--- src/rtl/seq_div_pkg.sv ---
// Shared definitions for the sequential restoring divider.
// Latency: n/a (package only).
// Backpressure: n/a.
// Holds the FSM state encoding, the default operand width and a ceil-log2 helper
// used to size the iteration counter.
package seq_div_pkg;

  // Default operand width; the dividend is twice this wide.
  localparam int SEQ_DIV_LENGTH = 16;

  // FIX is only reachable when the signed build option is compiled in.
  typedef enum logic [1:0] {
    IDLE = 2'd0,
    RUN  = 2'd1,
    FIX  = 2'd2,
    DONE = 2'd3
  } seq_div_state_e;

  // Smallest w with 2**w >= n.
  function automatic int clog2(input int n);
    int w;
    w = 0;
    while ((1 << w) < n) begin
      w = w + 1;
    end
    return w;
  endfunction

endpackage

--- src/rtl/seq_div_step.sv ---
// One restoring-division iteration: compare-and-subtract of the shifted partial remainder.
// Latency: combinational, zero cycles.
// Backpressure: none; pure function of its inputs.
// Ports:
//   t       in  LENGTH+1  shifted partial remainder {r[L-1:0], next dividend bit}
//   divisor in  LENGTH    divisor magnitude
//   r_next  out LENGTH+1  t - divisor when t >= divisor, else t
//   qbit    out 1         quotient bit (1 when the subtraction was taken)
module seq_div_step
  import seq_div_pkg::*;
#(
  parameter int LENGTH = SEQ_DIV_LENGTH
) (
  input  logic [LENGTH:0]   t,
  input  logic [LENGTH-1:0] divisor,
  output logic [LENGTH:0]   r_next,
  output logic              qbit
);

  // t + ~divisor + 1 as a ripple chain; the final carry-out is set exactly when
  // no borrow occurred, i.e. t >= divisor, so it doubles as the comparator.
  logic [LENGTH:0]   b_inv;
  logic [LENGTH:0]   diff;
  logic [LENGTH+1:0] carry;

  assign b_inv    = ~{1'b0, divisor};
  assign carry[0] = 1'b1;

  for (genvar i = 0; i <= LENGTH; i++) begin : g_fa
    assign diff[i]      = t[i] ^ b_inv[i] ^ carry[i];
    assign carry[i + 1] = (t[i] & b_inv[i]) | (carry[i] & (t[i] ^ b_inv[i]));
  end

  assign qbit   = carry[LENGTH+1];
  assign r_next = qbit ? diff : t;

endmodule

--- src/rtl/seq_divider.sv ---
// Sequential radix-2 restoring divider: 2*LENGTH-bit dividend / LENGTH-bit divisor.
// Latency: done pulses LENGTH+1 cycles after an accepted start (1 cycle for dbz/ovf, LENGTH+2 for signed ops).
// Backpressure: start is only sampled in IDLE; start while busy or during done is dropped, never queued.
// Build option: define SEQ_DIV_SIGNED_EN to add the signed_op port and the FIX sign-correction state.
// Ports:
//   clk, rst_n          clock and asynchronous active-low reset
//   start               request, sampled in IDLE only
//   signed_op           (SEQ_DIV_SIGNED_EN only) treat operands as two's complement
//   dividend, divisor   operands, captured on an accepted start
//   quotient, remainder results, written on DONE entry and held until the next result
//   busy                high whenever not IDLE
//   done                one-cycle pulse, results valid
//   dbz, ovf            divide-by-zero / quotient-overflow flags, cleared on accepted start
module seq_divider
  import seq_div_pkg::*;
#(
  parameter int LENGTH = SEQ_DIV_LENGTH
) (
  input  logic                  clk,
  input  logic                  rst_n,
  input  logic                  start,
`ifdef SEQ_DIV_SIGNED_EN
  input  logic                  signed_op,
`endif
  input  logic [2*LENGTH-1:0]   dividend,
  input  logic [LENGTH-1:0]     divisor,
  output logic [LENGTH-1:0]     quotient,
  output logic [LENGTH-1:0]     remainder,
  output logic                  busy,
  output logic                  done,
  output logic                  dbz,
  output logic                  ovf
);

  localparam int CNT_W = (clog2(LENGTH) < 1) ? 1 : clog2(LENGTH);
  localparam logic [CNT_W-1:0] CNT_LAST = CNT_W'(LENGTH - 1);

  seq_div_state_e          state_q, state_d;
  logic [CNT_W-1:0]        cnt_q, cnt_d;
  logic [LENGTH:0]         r_q, r_d;       // partial remainder
  logic [LENGTH-1:0]       dl_q, dl_d;     // dividend bits still to be shifted in
  logic [LENGTH-1:0]       dvs_q, dvs_d;   // divisor magnitude
  logic [LENGTH-1:0]       qs_q, qs_d;     // quotient shift register
  logic [LENGTH-1:0]       quot_q, quot_d;
  logic [LENGTH-1:0]       rem_q, rem_d;
  logic                    dbz_q, dbz_d;
  logic                    ovf_q, ovf_d;
`ifdef SEQ_DIV_SIGNED_EN
  logic                    sgn_q, sgn_d;   // operation needs the FIX pass
  logic                    qneg_q, qneg_d; // operand signs differ
  logic                    rneg_q, rneg_d; // dividend was negative
  logic                    ld_qneg, ld_rneg;
`endif

  // Load-time operand preparation.
  logic [2*LENGTH-1:0]     dvd_mag;
  logic [LENGTH-1:0]       dvs_mag;
  logic                    ovf_chk;

  // Iteration datapath.
  logic [LENGTH:0]         step_t;
  logic [LENGTH:0]         step_r;
  logic                    step_qbit;
  logic [LENGTH-1:0]       qs_nxt;

  // The partial remainder never exceeds the divisor, so its top bit stays clear;
  // it is kept only so the register matches the step width.
  logic                    r_msb_unused;
  assign r_msb_unused = r_q[LENGTH];

  assign step_t = {r_q[LENGTH-1:0], dl_q[LENGTH-1]};
  assign qs_nxt = {qs_q[LENGTH-2:0], step_qbit};

  seq_div_step #(
    .LENGTH (LENGTH)
  ) u_step (
    .t       (step_t),
    .divisor (dvs_q),
    .r_next  (step_r),
    .qbit    (step_qbit)
  );

  // Operand magnitudes and the overflow screen. The core always runs unsigned;
  // a signed request is reduced to magnitudes here and sign-fixed afterwards.
  always_comb begin
    dvd_mag = dividend;
    dvs_mag = divisor;
    ovf_chk = (dividend[2*LENGTH-1:LENGTH] >= divisor);
`ifdef SEQ_DIV_SIGNED_EN
    ld_qneg = 1'b0;
    ld_rneg = 1'b0;
    if (signed_op) begin
      ld_rneg = dividend[2*LENGTH-1];
      ld_qneg = dividend[2*LENGTH-1] ^ divisor[LENGTH-1];
      if (dividend[2*LENGTH-1]) dvd_mag = -dividend;
      if (divisor[LENGTH-1])    dvs_mag = -divisor;
      // Quotient magnitude must leave room for the sign bit, so test one bit lower.
      ovf_chk = (dvd_mag[2*LENGTH-1:LENGTH-1] >= {1'b0, dvs_mag});
    end
`endif
  end

  always_comb begin
    state_d = state_q;
    cnt_d   = cnt_q;
    r_d     = r_q;
    dl_d    = dl_q;
    dvs_d   = dvs_q;
    qs_d    = qs_q;
    quot_d  = quot_q;
    rem_d   = rem_q;
    dbz_d   = dbz_q;
    ovf_d   = ovf_q;
`ifdef SEQ_DIV_SIGNED_EN
    sgn_d   = sgn_q;
    qneg_d  = qneg_q;
    rneg_d  = rneg_q;
`endif

    case (state_q)
      IDLE: begin
        if (start) begin
          dbz_d = 1'b0;
          ovf_d = 1'b0;
          cnt_d = '0;
          qs_d  = '0;
          dvs_d = dvs_mag;
          r_d   = {1'b0, dvd_mag[2*LENGTH-1:LENGTH]};
          dl_d  = dvd_mag[LENGTH-1:0];
`ifdef SEQ_DIV_SIGNED_EN
          sgn_d  = signed_op;
          qneg_d = ld_qneg;
          rneg_d = ld_rneg;
`endif
          if (divisor == '0) begin
            dbz_d   = 1'b1;
            quot_d  = '1;
            rem_d   = '0;
            state_d = DONE;
          end else if (ovf_chk) begin
            ovf_d   = 1'b1;
            quot_d  = '1;
            rem_d   = '0;
            state_d = DONE;
          end else begin
            state_d = RUN;
          end
        end
      end

      RUN: begin
        cnt_d = cnt_q + CNT_W'(1);
        r_d   = step_r;
        dl_d  = {dl_q[LENGTH-2:0], 1'b0};
        qs_d  = qs_nxt;
        if (cnt_q == CNT_LAST) begin
`ifdef SEQ_DIV_SIGNED_EN
          if (sgn_q) begin
            state_d = FIX;
          end else begin
            quot_d  = qs_nxt;
            rem_d   = step_r[LENGTH-1:0];
            state_d = DONE;
          end
`else
          quot_d  = qs_nxt;
          rem_d   = step_r[LENGTH-1:0];
          state_d = DONE;
`endif
        end
      end

`ifdef SEQ_DIV_SIGNED_EN
      FIX: begin
        quot_d  = qneg_q ? -qs_q : qs_q;
        rem_d   = rneg_q ? -r_q[LENGTH-1:0] : r_q[LENGTH-1:0];
        state_d = DONE;
      end
`endif

      DONE: begin
        state_d = IDLE;
      end

      default: begin
        state_d = IDLE;
      end
    endcase
  end

  always_ff @(posedge clk or negedge rst_n) begin
    if (!rst_n) begin
      state_q <= IDLE;
      cnt_q   <= '0;
      r_q     <= '0;
      dl_q    <= '0;
      dvs_q   <= '0;
      qs_q    <= '0;
      quot_q  <= '0;
      rem_q   <= '0;
      dbz_q   <= 1'b0;
      ovf_q   <= 1'b0;
`ifdef SEQ_DIV_SIGNED_EN
      sgn_q   <= 1'b0;
      qneg_q  <= 1'b0;
      rneg_q  <= 1'b0;
`endif
    end else begin
      state_q <= state_d;
      cnt_q   <= cnt_d;
      r_q     <= r_d;
      dl_q    <= dl_d;
      dvs_q   <= dvs_d;
      qs_q    <= qs_d;
      quot_q  <= quot_d;
      rem_q   <= rem_d;
      dbz_q   <= dbz_d;
      ovf_q   <= ovf_d;
`ifdef SEQ_DIV_SIGNED_EN
      sgn_q   <= sgn_d;
      qneg_q  <= qneg_d;
      rneg_q  <= rneg_d;
`endif
    end
  end

  assign quotient  = quot_q;
  assign remainder = rem_q;
  assign dbz       = dbz_q;
  assign ovf       = ovf_q;
  assign busy      = (state_q != IDLE);
  assign done      = (state_q == DONE);

endmodule

--- config.mk ---
export PLATFORM = sky130hd
export DESIGN_NAME = seq_divider
export DESIGN_NICKNAME = d
export VERILOG_FILES = /design/src/rtl/seq_div_pkg.sv /design/src/rtl/seq_div_step.sv /design/src/rtl/seq_divider.sv
export SDC_FILE = /design/constraint.sdc
export NUM_CORES = 1
export LEC_CHECK = 0
export CAP_MARGIN = 20
export CORE_ASPECT_RATIO = 0.6
export CORE_UTILIZATION = 48
export DETAILED_ROUTE_END_ITERATION = 8
export PLACE_DENSITY = 0.76
export SYNTH_ARGS = -nofsm -noshare
export SYNTH_HDL_FRONTEND = slang
export SYNTH_SLANG_ARGS = --single-unit
--- constraint.sdc ---
create_clock -name clk -period 7.03 [get_ports clk]
set_clock_uncertainty 0.15 [all_clocks]
set_input_delay 2.109 -clock clk [delete_from_list [all_inputs] [get_ports clk]]
set_output_delay 2.109 -clock clk [all_outputs]
set_load 0.02 [all_outputs]
# After elaboration in Yosys (flattened, before gate mapping)
# Index checks and enable logic that the tools add are counted.
[word_totals]
inputBits = 51
regBits = 103
word_cells = 137
out_inout_bits = 36
[classes]
n_mux = 27
eq_ne = 6
bitwise = 84
reduce_logical = 8
n_addsub = 1
n_lt_le_gt_ge = 1
[op_table]
columns = ["op", "count"]
rows = [
  ["$mux W16", 11],
  ["$pmux W16 S2", 4],
  ["$and A1 B1 Y1", 33],
  ["$xor A1 B1 Y1", 32],
  ["$pmux W15 S2", 1],
  ["$not A16 Y17", 1],
  ["$or A1 B1 Y1", 17],
  ["$ge A16 B16 Y1", 1],
  ["$logic_not A16 Y1", 1],
  ["$mux W15", 1],
  ["$mux W2", 4],
  ["$pmux W4 S2", 1],
  ["$reduce_and A2 Y1", 3],
  ["$add A4 B1 Y4 const B", 1],
  ["$eq A4 B4 Y1 const B", 1],
  ["$mux W4", 1],
  ["$ne A2 B2 Y1 const B", 2],
  ["$pmux W2 S2", 1],
  ["$reduce_and A4 Y1", 1],
  ["$reduce_bool A2 Y1", 2],
  ["$mux W1", 3],
  ["$ne A3 B3 Y1 const B", 1],
  ["$eq A2 B1 Y1 const B", 1],
  ["$eq A2 B2 Y1 const B", 1],
  ["2 further kinds", 2],
]

# Logic depth before layout (Yosys ltp)
# Gate-level depths: netlist (run 1).
[depth]
ltp_word = 38
ltp_mapped = 25
depth_no_buf = 23

# Modules after synthesis
# From an unflattened synthesis (run 1), not the netlist that was laid out.
[unflattened]
cells_unflattened = 524
hier_area_um2 = 5351.4
[by_module_without_submodules]
columns = ["mod", "cells_per_inst", "area_each_um2", "n_inst", "seq_area_each_um2"]
rows = [
  ["seq_divider", 452, 4709.5, 1, 2577.5],
  ["seq_div_step", 72, 641.9, 1, 0.0],
]

# Least setup slack after synthesis (run 1)
# No wires, ideal clock.
[synth_path]
path_type = "register to register"
startpoint = "register dl_q[15]"
endpoint = "register rem_q[10], in the netlist remainder[10]"
slack_ns = 0.026
t_arrival_ns = 6.729
period_less_slack_ns = 7.004
path_stages_with_launch = 24
setup_time_ns = 0.125
required_ns = 6.755
path_buffers = 2
path_cell_list = "dfrtp_1 > inv_1 > ha_1 > fa_1 > fa_1 > fa_1 > fa_1 > fa_1 > fa_1 > fa_1 > fa_1 > fa_1 > fa_1 > fa_1 > fa_1 > inv_1 > fa_1 > fa_1 > fa_1 > or2_2 > clkbuf_1 > buf_1 > a211oi_1 > mux2_4"
[synth_between]
elab_chain_cells = 37
elab_cells_between_ends = 39
classes_between = "mux: 3; bitwise: 36"
[synth_rtl]
columns = ["element", "line", "text"]
rows = [
  ["from (decl)", "seq_divider.sv:41", "logic [LENGTH-1:0] dl_q, dl_d;"],
  ["from (signal assigned)", "seq_divider.sv:212", "dl_q <= dl_d;"],
  ["$and A1 B1 Y1 or $xor A1 B1 Y1 (tied branches)", "seq_div_step.sv:31", "assign carry[i + 1] = (t[i] & b_inv[i]) | (carry[i] & (t[i] ^ b_inv[i]));"],
  ["$or A1 B1 Y1 *", "seq_div_step.sv:31", ""],
  ["$and A1 B1 Y1 *", "seq_div_step.sv:31", ""],
  ["$or A1 B1 Y1 *", "seq_div_step.sv:31", ""],
  ["$and A1 B1 Y1 *", "seq_div_step.sv:31", ""],
  ["$or A1 B1 Y1 *", "seq_div_step.sv:31", ""],
  ["$and A1 B1 Y1 *", "seq_div_step.sv:31", ""],
  ["$or A1 B1 Y1 *", "seq_div_step.sv:31", ""],
  ["(+21 left out)", "--", ""],
  ["$or A1 B1 Y1", "seq_div_step.sv:31", ""],
  ["$and A1 B1 Y1", "seq_div_step.sv:31", ""],
  ["$or A1 B1 Y1", "seq_div_step.sv:31", ""],
  ["$and A1 B1 Y1", "seq_div_step.sv:31", ""],
  ["$or A1 B1 Y1", "seq_div_step.sv:31", ""],
  ["$mux W16 *", "seq_div_step.sv:35", "assign r_next = qbit ? diff : t;"],
  ["$mux W16 *", "seq_divider.sv:156", "if (cnt_q == CNT_LAST) begin"],
  ["$pmux W16 S2 *", "seq_divider.sv:120", "case (state_q)"],
  ["to (signal assigned)", "seq_divider.sv:216", "rem_q <= rem_d;"],
  ["to (decl)", "seq_divider.sv:45", "logic [LENGTH-1:0] rem_q, rem_d;"],
]
# Mark *: on every way between the ends. The rest lies on a longest branch, timed or not. The select of a mux whose other input is x is not followed.
# A chain may end at the register's enable or synchronous reset.

# Final worst setup path (run 1)
[layout_path]
startpoint = "register dvs_q[0]"
endpoint = "register r_q[3]"
[layout_between]
elab_chain_cells = 37
elab_cells_between_ends = 39
classes_between = "mux: 2; bitwise: 37"
[layout_rtl]
columns = ["element", "line", "text"]
rows = [
  ["from (decl)", "seq_divider.sv:42", "logic [LENGTH-1:0] dvs_q, dvs_d;"],
  ["from (signal assigned)", "seq_divider.sv:213", "dvs_q <= dvs_d;"],
  ["$not A16 Y17 *", "seq_div_step.sv:26", "assign b_inv = ~{1'b0, divisor};"],
  ["$and A1 B1 Y1 or $xor A1 B1 Y1 (tied branches)", "seq_div_step.sv:31", ""],
  ["$or A1 B1 Y1 *", "seq_div_step.sv:31", ""],
  ["$and A1 B1 Y1 *", "seq_div_step.sv:31", ""],
  ["$or A1 B1 Y1 *", "seq_div_step.sv:31", ""],
  ["$and A1 B1 Y1 *", "seq_div_step.sv:31", ""],
  ["$or A1 B1 Y1 *", "seq_div_step.sv:31", ""],
  ["$and A1 B1 Y1", "seq_div_step.sv:31", ""],
  ["(+21 left out)", "--", ""],
  ["$and A1 B1 Y1", "seq_div_step.sv:31", ""],
  ["$or A1 B1 Y1", "seq_div_step.sv:31", ""],
  ["$and A1 B1 Y1", "seq_div_step.sv:31", ""],
  ["$or A1 B1 Y1", "seq_div_step.sv:31", ""],
  ["$and A1 B1 Y1", "seq_div_step.sv:31", ""],
  ["$or A1 B1 Y1", "seq_div_step.sv:31", ""],
  ["$mux W16 *", "seq_div_step.sv:35", ""],
  ["$pmux W16 S2 *", "seq_divider.sv:120", ""],
  ["to (signal assigned)", "seq_divider.sv:211", "r_q <= r_d;"],
  ["to (decl)", "seq_divider.sv:40", "logic [LENGTH:0] r_q, r_d;"],
]
# Mark *: on every way between the ends. The rest lies on a longest branch, timed or not.

==> flow_metrics.py, run 1 <==
metrics = {
    "yosys": {
        "synth.cell_area_um2": 5150,
        "seq_area_frac_synth": 0.500,
        "synth.net_count": 572,
        "postSynthCellCount": 488,
        "synthFlopType": "sky130_fd_sc_hd__dfrtp_1",
        "number_of_enable_flip_flop_cells_after_synthesis": 0,
        "ys_seq_elements": 103,
        "synth_cell_type_count": 35,
        "synth_area_per_cell_um2": 10.6,
        "count_of_warnings_emitted_by_yosys": 0,
        "async_flop_share": 1.00,
    },
    "worst_setup_path": {
        "startpoint_type": "flop",
        "cp_data_arrival_time_ps": 6850,
        "worst-r2r-setup-slack_ps": 300,
        "cp_max_fo": 16,
        "worst-setup-path-type": "reg2reg",
        "endpoint_type_of_the_worst_setup_path": "flop",
        "cp.required_ps": 7150,
    },
    "route": {
        "drtPass1Iterations": 4,
        "drt-wirelength-per-cell_um": 17.0,
        "postRouteAntennaNets": 0,
        "route.detailed.vias_per_inst": 5.50,
        "detailroute.via_count": 3876,
        "drt_drc_violations_left": 0,
        "drtIter0Drc": 276,
        "route.final.wire_length_um": 12000,
    },
    "timing": {
        "timing.final.crit_period_ps": 6730,
        "timing.final.setup_violations": 0,
        "period_share": 0.958,
        "relSlewSlack": 0.322,
        "final.setup.worst_slack_ps": 298,
        "max_slew.worst_pin.slew_ps": 1020,
        "final-hold-violation-count": 0,
        "finalMaxSlewViolations": 0,
        "fmax_mhz": 149,
    },
    "cts": {
        "cts_sinks": 103,
        "cts_inserted_buffers": 9,
        "h-tree-depth": 3,
        "cts_tree": "yes",
        "cts.clk_slew.worst_paths_ps": 70,
        "cts_hold_buf": 0,
        "post_cts.repair.setup_buffers": 0,
        "clock_insertion_delay_worst_skew_ps": 340,
        "cts-root-buf": "sky130_fd_sc_hd__clkbuf_16",
        "clk_path_buf_depth": 2,
    },
    "global_routing": {
        "first_global_vias": 3913,
        "grt.total_usage": 0.235,
        "overflow": 0,
        "grt_max_degree": 66,
        "global_route_wire_length_before_repair_um": 19700,
        "grt_antenna_before_repair": 0,
    },
    "placement": {
        "placed_cells": 687,
        "placed_area_um2": 6110,
        "gp_congestion": 0.831,
        "port_buffers": 86,
        "place_ws_ps": -166,
        "dp_hpwl_um": 8350,
    },
    "finish": {
        "final_design_area_no_fill_um2": 6550,
        "nNetsFinal": 649,
        "layout_commonest_cell": "sky130_fd_sc_hd__dfrtp_1",
        "drive_above_1_share": 0.126,
        "diodes_inserted": 0,
        "instances_no_fill": 705,
        "layout-area-overhead-vs-synth_pct": 27.1,
        "mostFrequentLayoutCells": "sky130_fd_sc_hd__dfrtp_1 (103), sky130_fd_sc_hd__clkdlybuf4s50_1 (85), sky130_fd_sc_hd__inv_1 (52), sky130_fd_sc_hd__nand2_1 (51), sky130_fd_sc_hd__o21ai_0 (45)",
    },
    "pwr": {
        "static-leakage-power_nw": 3.08,
        "power.total_mw": 3.24,
        "ir_drop_mv": 0.181,
        "cellPowerDensity_nw_per_um2": 495,
    },
    "flow_run": {
        "cap_viol_max_count": 0,
    },
    "die": {
        "num_rows": 28,
        "design.core.area_um2": 10100,
        "dieArea_um2": 11200,
        "die_h_um": 82.3,
        "die_width_um": 136,
        "initial_core_util": 0.509,
        "ios": 87,
    },
    "status": {
        "run_status": "completed",
    },
    "min_path": {
        "holdCritPathClass": "reg2reg",
    },
}
==> stage by stage <==
stage / setup TNS [ps] / utilization / hold WS (ps)
5_1_grt: -9.55 / 0.647 / 360
2_1_floorplan: 0 / - / 300
4_1_cts: 0 / 0.639 / 336
3_5_place_dp: -1500 / 0.603 / 321
3_3_place_gp: -24.9 / 0.603 / 313
6_report: 0 / 0.647 / 333
==> synth_stat cells, types with 15 or more instances <==
cell                       count  area [µm²]
sky130_fd_sc_hd__a211oi_1     24         180
sky130_fd_sc_hd__nor2_1       37         139
sky130_fd_sc_hd__fa_1         15         300
sky130_fd_sc_hd__inv_1        52         195
sky130_fd_sc_hd__clkbuf_1     21        78.8
sky130_fd_sc_hd__nand2_1      51         191
sky130_fd_sc_hd__a21oi_1      24         120
sky130_fd_sc_hd__o21ai_0      46         230
sky130_fd_sc_hd__a22o_1       15         131
sky130_fd_sc_hd__dfrtp_1     103        2580
sky130_fd_sc_hd__mux2i_1      16         160
sky130_fd_sc_hd__ha_1         18         225
==> what timing repair did <==
item	in CTS	in global routing
gates resized for setup	17	10
endpoints found under the setup margin	32	32
pin swaps	3	3
==> power breakdown <==
group	internal [mW]	switching (mW)
logic	0.788	0.905
registers	0.852	0.198
clock network	0.286	0.213
==> worst max-delay path: stages, from the launching register on <==
cell	delay, ps
sky130_fd_sc_hd__dfrtp_1	390
sky130_fd_sc_hd__ha_1	200
sky130_fd_sc_hd__fa_1	400
sky130_fd_sc_hd__fa_2	360
sky130_fd_sc_hd__fa_2	350
sky130_fd_sc_hd__fa_2	360
sky130_fd_sc_hd__fa_2	360
sky130_fd_sc_hd__fa_2	360
sky130_fd_sc_hd__fa_2	380
sky130_fd_sc_hd__fa_2	360
sky130_fd_sc_hd__fa_1	380
sky130_fd_sc_hd__fa_1	390
sky130_fd_sc_hd__fa_2	350
sky130_fd_sc_hd__fa_1	380
sky130_fd_sc_hd__inv_1	90
sky130_fd_sc_hd__fa_1	180
sky130_fd_sc_hd__fa_1	180
sky130_fd_sc_hd__fa_1	180
sky130_fd_sc_hd__or2_4	140
sky130_fd_sc_hd__buf_12	150
sky130_fd_sc_hd__nor2_1	60
sky130_fd_sc_hd__a211oi_2	270
sky130_fd_sc_hd__a211oi_1	90
sky130_fd_sc_hd__a21oi_1	150
==> sequential cells by signal, summed over array words and instances (netlist names) <==
name       cells
cnt_q          4
dbz            1
dl_q          16
dvs_q         16
ovf            1
qs_q          15
quotient      16
r_q           16
remainder     16
state_q        2
==> kinds of logic (layout without fill, tap and decap cells) <==
logic type	Yosys count	count (layout)	synth area share
adders and majority gates	33	33	0.102
buffers and inverters	81	163	0.0682
AOI/OAI and AO/OA	130	130	0.161
and+or+nand+nor	106	106	0.0862
DFF	103	103	0.500
muxes	35	35	0.0828
==> area by class of cell <==
type | count | area [µm²]
Fill cell | 787 | 3580
Sequential cell | 103 | 2580
Multi-Input combinational cell | 304 | 2340
Timing Repair Buffer | 95 | 975
Clock buffer | 13 | 250
Inverter | 52 | 195
Tap cell | 135 | 169
Clock inverter | 3 | 42.5
==> metal layers <==
layer  part of all wire  track usage
met4             0.0093       0.0528
met2               0.46        0.372
met3              0.050       0.0549
met1               0.48        0.330
met5                  0            0
==> final timing paths <==
| kind | startpoint | to | cells past startpoint |
|---|---|---|---|
| worst min-delay path | dl_q[8]$_DFFE_PN0P_ | dl_q[8]$_DFFE_PN0P_ | 2 |
| worst min register to register | dl_q[8]$_DFFE_PN0P_ | dl_q[8]$_DFFE_PN0P_ | 2 |
| min in group asynchronous | rst_n | dl_q[0]$_DFFE_PN0P_ | 1 |
| worst max register to register | dvs_q[0]$_DFFE_PN0P_ | r_q[3]$_DFFE_PN0P_ | 23 |
| max in group asynchronous | rst_n | r_q[8]$_DFFE_PN0P_ | 2 |
| worst max-delay path | dvs_q[0]$_DFFE_PN0P_ | r_q[3]$_DFFE_PN0P_ | 23 |
Note: power is estimated with default switching activity, not from simulation.
==> run 2, diff against run 1 <==
--- a/config.mk
+++ b/config.mk
@@ -8,8 +8,9 @@
 export CAP_MARGIN = 20
 export CORE_ASPECT_RATIO = 0.6
 export CORE_UTILIZATION = 48
+export CTS_CLUSTER_SIZE = 14
 export DETAILED_ROUTE_END_ITERATION = 8
-export PLACE_DENSITY = 0.76
+export PLACE_DENSITY = 0.73
 export SYNTH_ARGS = -nofsm -noshare
 export SYNTH_HDL_FRONTEND = slang
 export SYNTH_SLANG_ARGS = --single-unit
==> constraint.sdc (replaced) <==
create_clock -name clk -period 7.5 [get_ports clk]
set_clock_uncertainty 0.15 [all_clocks]
set_input_delay 2.25 -clock clk [delete_from_list [all_inputs] [get_ports clk]]
set_output_delay 2.25 -clock clk [all_outputs]
set_load 0.1 [all_outputs]
==> flow_metrics.py, run 2 (same netlist as run 1, synthesis figures left out) <==
metrics = {
    "status": {
        "run_status": "completed",
    },
    "global_routing": {
        "grt_max_degree": 70,
        "grt_antenna_before_repair": 0,
        "first_global_vias": 3650,
        "overflow": 0,
        "global_route_wire_length_before_repair_um": 19000,
        "grt.total_usage": 0.227,
    },
    "die": {
        "die_h_um": 82.3,
        "die_width_um": 136,
        "num_rows": 28,
        "initial_core_util": 0.509,
        "ios": 87,
        "design.core.area_um2": 10100,
        "dieArea_um2": 11200,
    },
    "worst_setup_path": {
        "cp.buffers_inverters": 3,
        "path_cells": "inv_1 -> ha_1 -> fa_1 -> fa_1 -> fa_1 -> fa_1 -> fa_1 -> fa_1 -> fa_2 -> fa_1 -> fa_1 -> fa_1 -> fa_1 -> fa_1 -> inv_1 -> fa_1 -> fa_1 -> fa_1 -> or2_2 -> buf_12 -> nor2_1 -> a211oi_2 -> a211oi_1 -> a21oi_1",
        "slowest_stage": "sky130_fd_sc_hd__fa_1",
        "cp.required_ps": 7620,
        "worst-setup-path-type": "reg2reg",
        "cp_data_arrival_time_ps": 7310,
        "endpoint_type_of_the_worst_setup_path": "flop",
        "cp_max_fo": 15,
        "startpoint_type": "flop",
        "critical_path.top_delay_family": "adder cells",
        "worst_path_most_repeated_cell": "sky130_fd_sc_hd__fa_1",
        "delay_of_the_slowest_cell_on_the_worst_path_ps": 430,
    },
    "placement": {
        "gp_congestion": 0.823,
        "dp_hpwl_um": 8180,
        "port_buffers": 86,
        "placed_cells": 685,
        "place_ws_ps": 304,
    },
    "cts": {
        "cts_tree": "yes",
        "cts_sinks": 103,
        "cts-root-buf": "sky130_fd_sc_hd__clkbuf_16",
        "cts.clk_slew.worst_paths_ps": 70,
        "clock_insertion_delay_worst_skew_ps": 340,
        "ctsResizeCount": 0,
        "cts_inserted_buffers": 9,
        "post_cts.repair.setup_buffers": 0,
        "cts_hold_buf": 0,
        "clk_path_buf_depth": 2,
        "h-tree-depth": 3,
    },
    "timing": {
        "finalMaxSlewViolations": 0,
        "timing.final.crit_period_ps": 7190,
        "period_share": 0.959,
        "final.setup.worst_slack_ps": 311,
        "max_slew.worst_pin.slew_ps": 1080,
        "timing.final.setup_violations": 0,
        "fmax_mhz": 139,
        "worst_hold_check_slack_ps": 334,
        "relSlewSlack": 0.279,
        "final-hold-violation-count": 0,
    },
    "finish": {
        "mostFrequentLayoutCells": "sky130_fd_sc_hd__dfrtp_1 (103), sky130_fd_sc_hd__clkdlybuf4s50_1 (85), sky130_fd_sc_hd__inv_1 (52), sky130_fd_sc_hd__nand2_1 (51), sky130_fd_sc_hd__o21ai_0 (46)",
        "nNetsFinal": 646,
        "diodes_inserted": 0,
        "drive_above_1_share": 0.108,
        "layout-area-overhead-vs-synth_pct": 25.6,
        "finish.utilization": 0.639,
        "layout_commonest_cell": "sky130_fd_sc_hd__dfrtp_1",
        "instances_no_fill": 702,
    },
    "route": {
        "route.final.wire_length_um": 11800,
        "drtPass1Iterations": 4,
        "drtIter0Drc": 226,
        "drt_drc_violations_left": 0,
        "detailroute.via_count": 3859,
        "postRouteAntennaNets": 0,
        "route.detailed.vias_per_inst": 5.50,
        "drt-wirelength-per-cell_um": 16.8,
    },
    "min_path": {
        "holdCritPathClass": "reg2reg",
    },
    "flow_run": {
        "cap_viol_max_count": 0,
    },
}
-- run 2: cell types whose count changed in the layout (fill, tap and decap cells not counted), sizes merged --
cell,previous run,this run
buf,10,6
clkinv,1,4
clkbuf,13,11
-- run 2: layout make-up --
| class | count | area (µm²) |
|---|---|---|
| clock inverters | 6 | 61.3 |
| inverters | 52 | 195 |
| clock buffers | 10 | 229 |
| multi-input cells | 304 | 2310 |
| well taps | 135 | 169 |
| fillers | 801 | 3650 |
| repair buffers | 92 | 933 |
| flip-flops and latches | 103 | 2580 |
-- run 2: through the flow --
step           TNS, ps  instance area [µm²]
5_1_grt          -34.8                 6470
3_3_place_gp         0                 6090
2_1_floorplan        0                 5150
3_5_place_dp         0                 6090
6_report             0                 6470
4_1_cts              0                 6380
-- run 2: path summary, 6_finish.rpt --
| path | endpoint | start | cells past startpoint | slack, ps |
|---|---|---|---|---|
| worst max-delay path | r_q[4]$_DFFE_PN0P_ | dl_q[15]$_DFFE_PN0P_ | 24 | 310 |
| worst min-delay path | dl_q[8]$_DFFE_PN0P_ | dl_q[8]$_DFFE_PN0P_ | 2 | 330 |
| worst max register to register | r_q[4]$_DFFE_PN0P_ | dl_q[15]$_DFFE_PN0P_ | 24 | 310 |
| worst min register to register | dl_q[8]$_DFFE_PN0P_ | dl_q[8]$_DFFE_PN0P_ | 2 | 330 |
| max in group asynchronous | quotient[11]$_DFFE_PN0P_ | rst_n | 2 | 4260 |
| min in group asynchronous | dl_q[2]$_DFFE_PN0P_ | rst_n | 1 | 1690 |
-- run 2: worst min-delay path, delay by kind of cell (launching register included) --
family             cells  cell delay (ps)
AOI/OAI and AO/OA      1               60
and+or+nand+nor        1               50
DFF                    1              350
-- run 2: layer usage --
layer | share of wire | GRT usage
met1 | 0.50 | 0.336
met2 | 0.44 | 0.336
met3 | 0.046 | 0.0501
met4 | 0.0093 | 0.0573
met5 | 0 | 0
Power of run 2 is left out: the tool's default activity adds up to more than one toggle a clock period on the data nets, which glitch-free logic cannot reach.
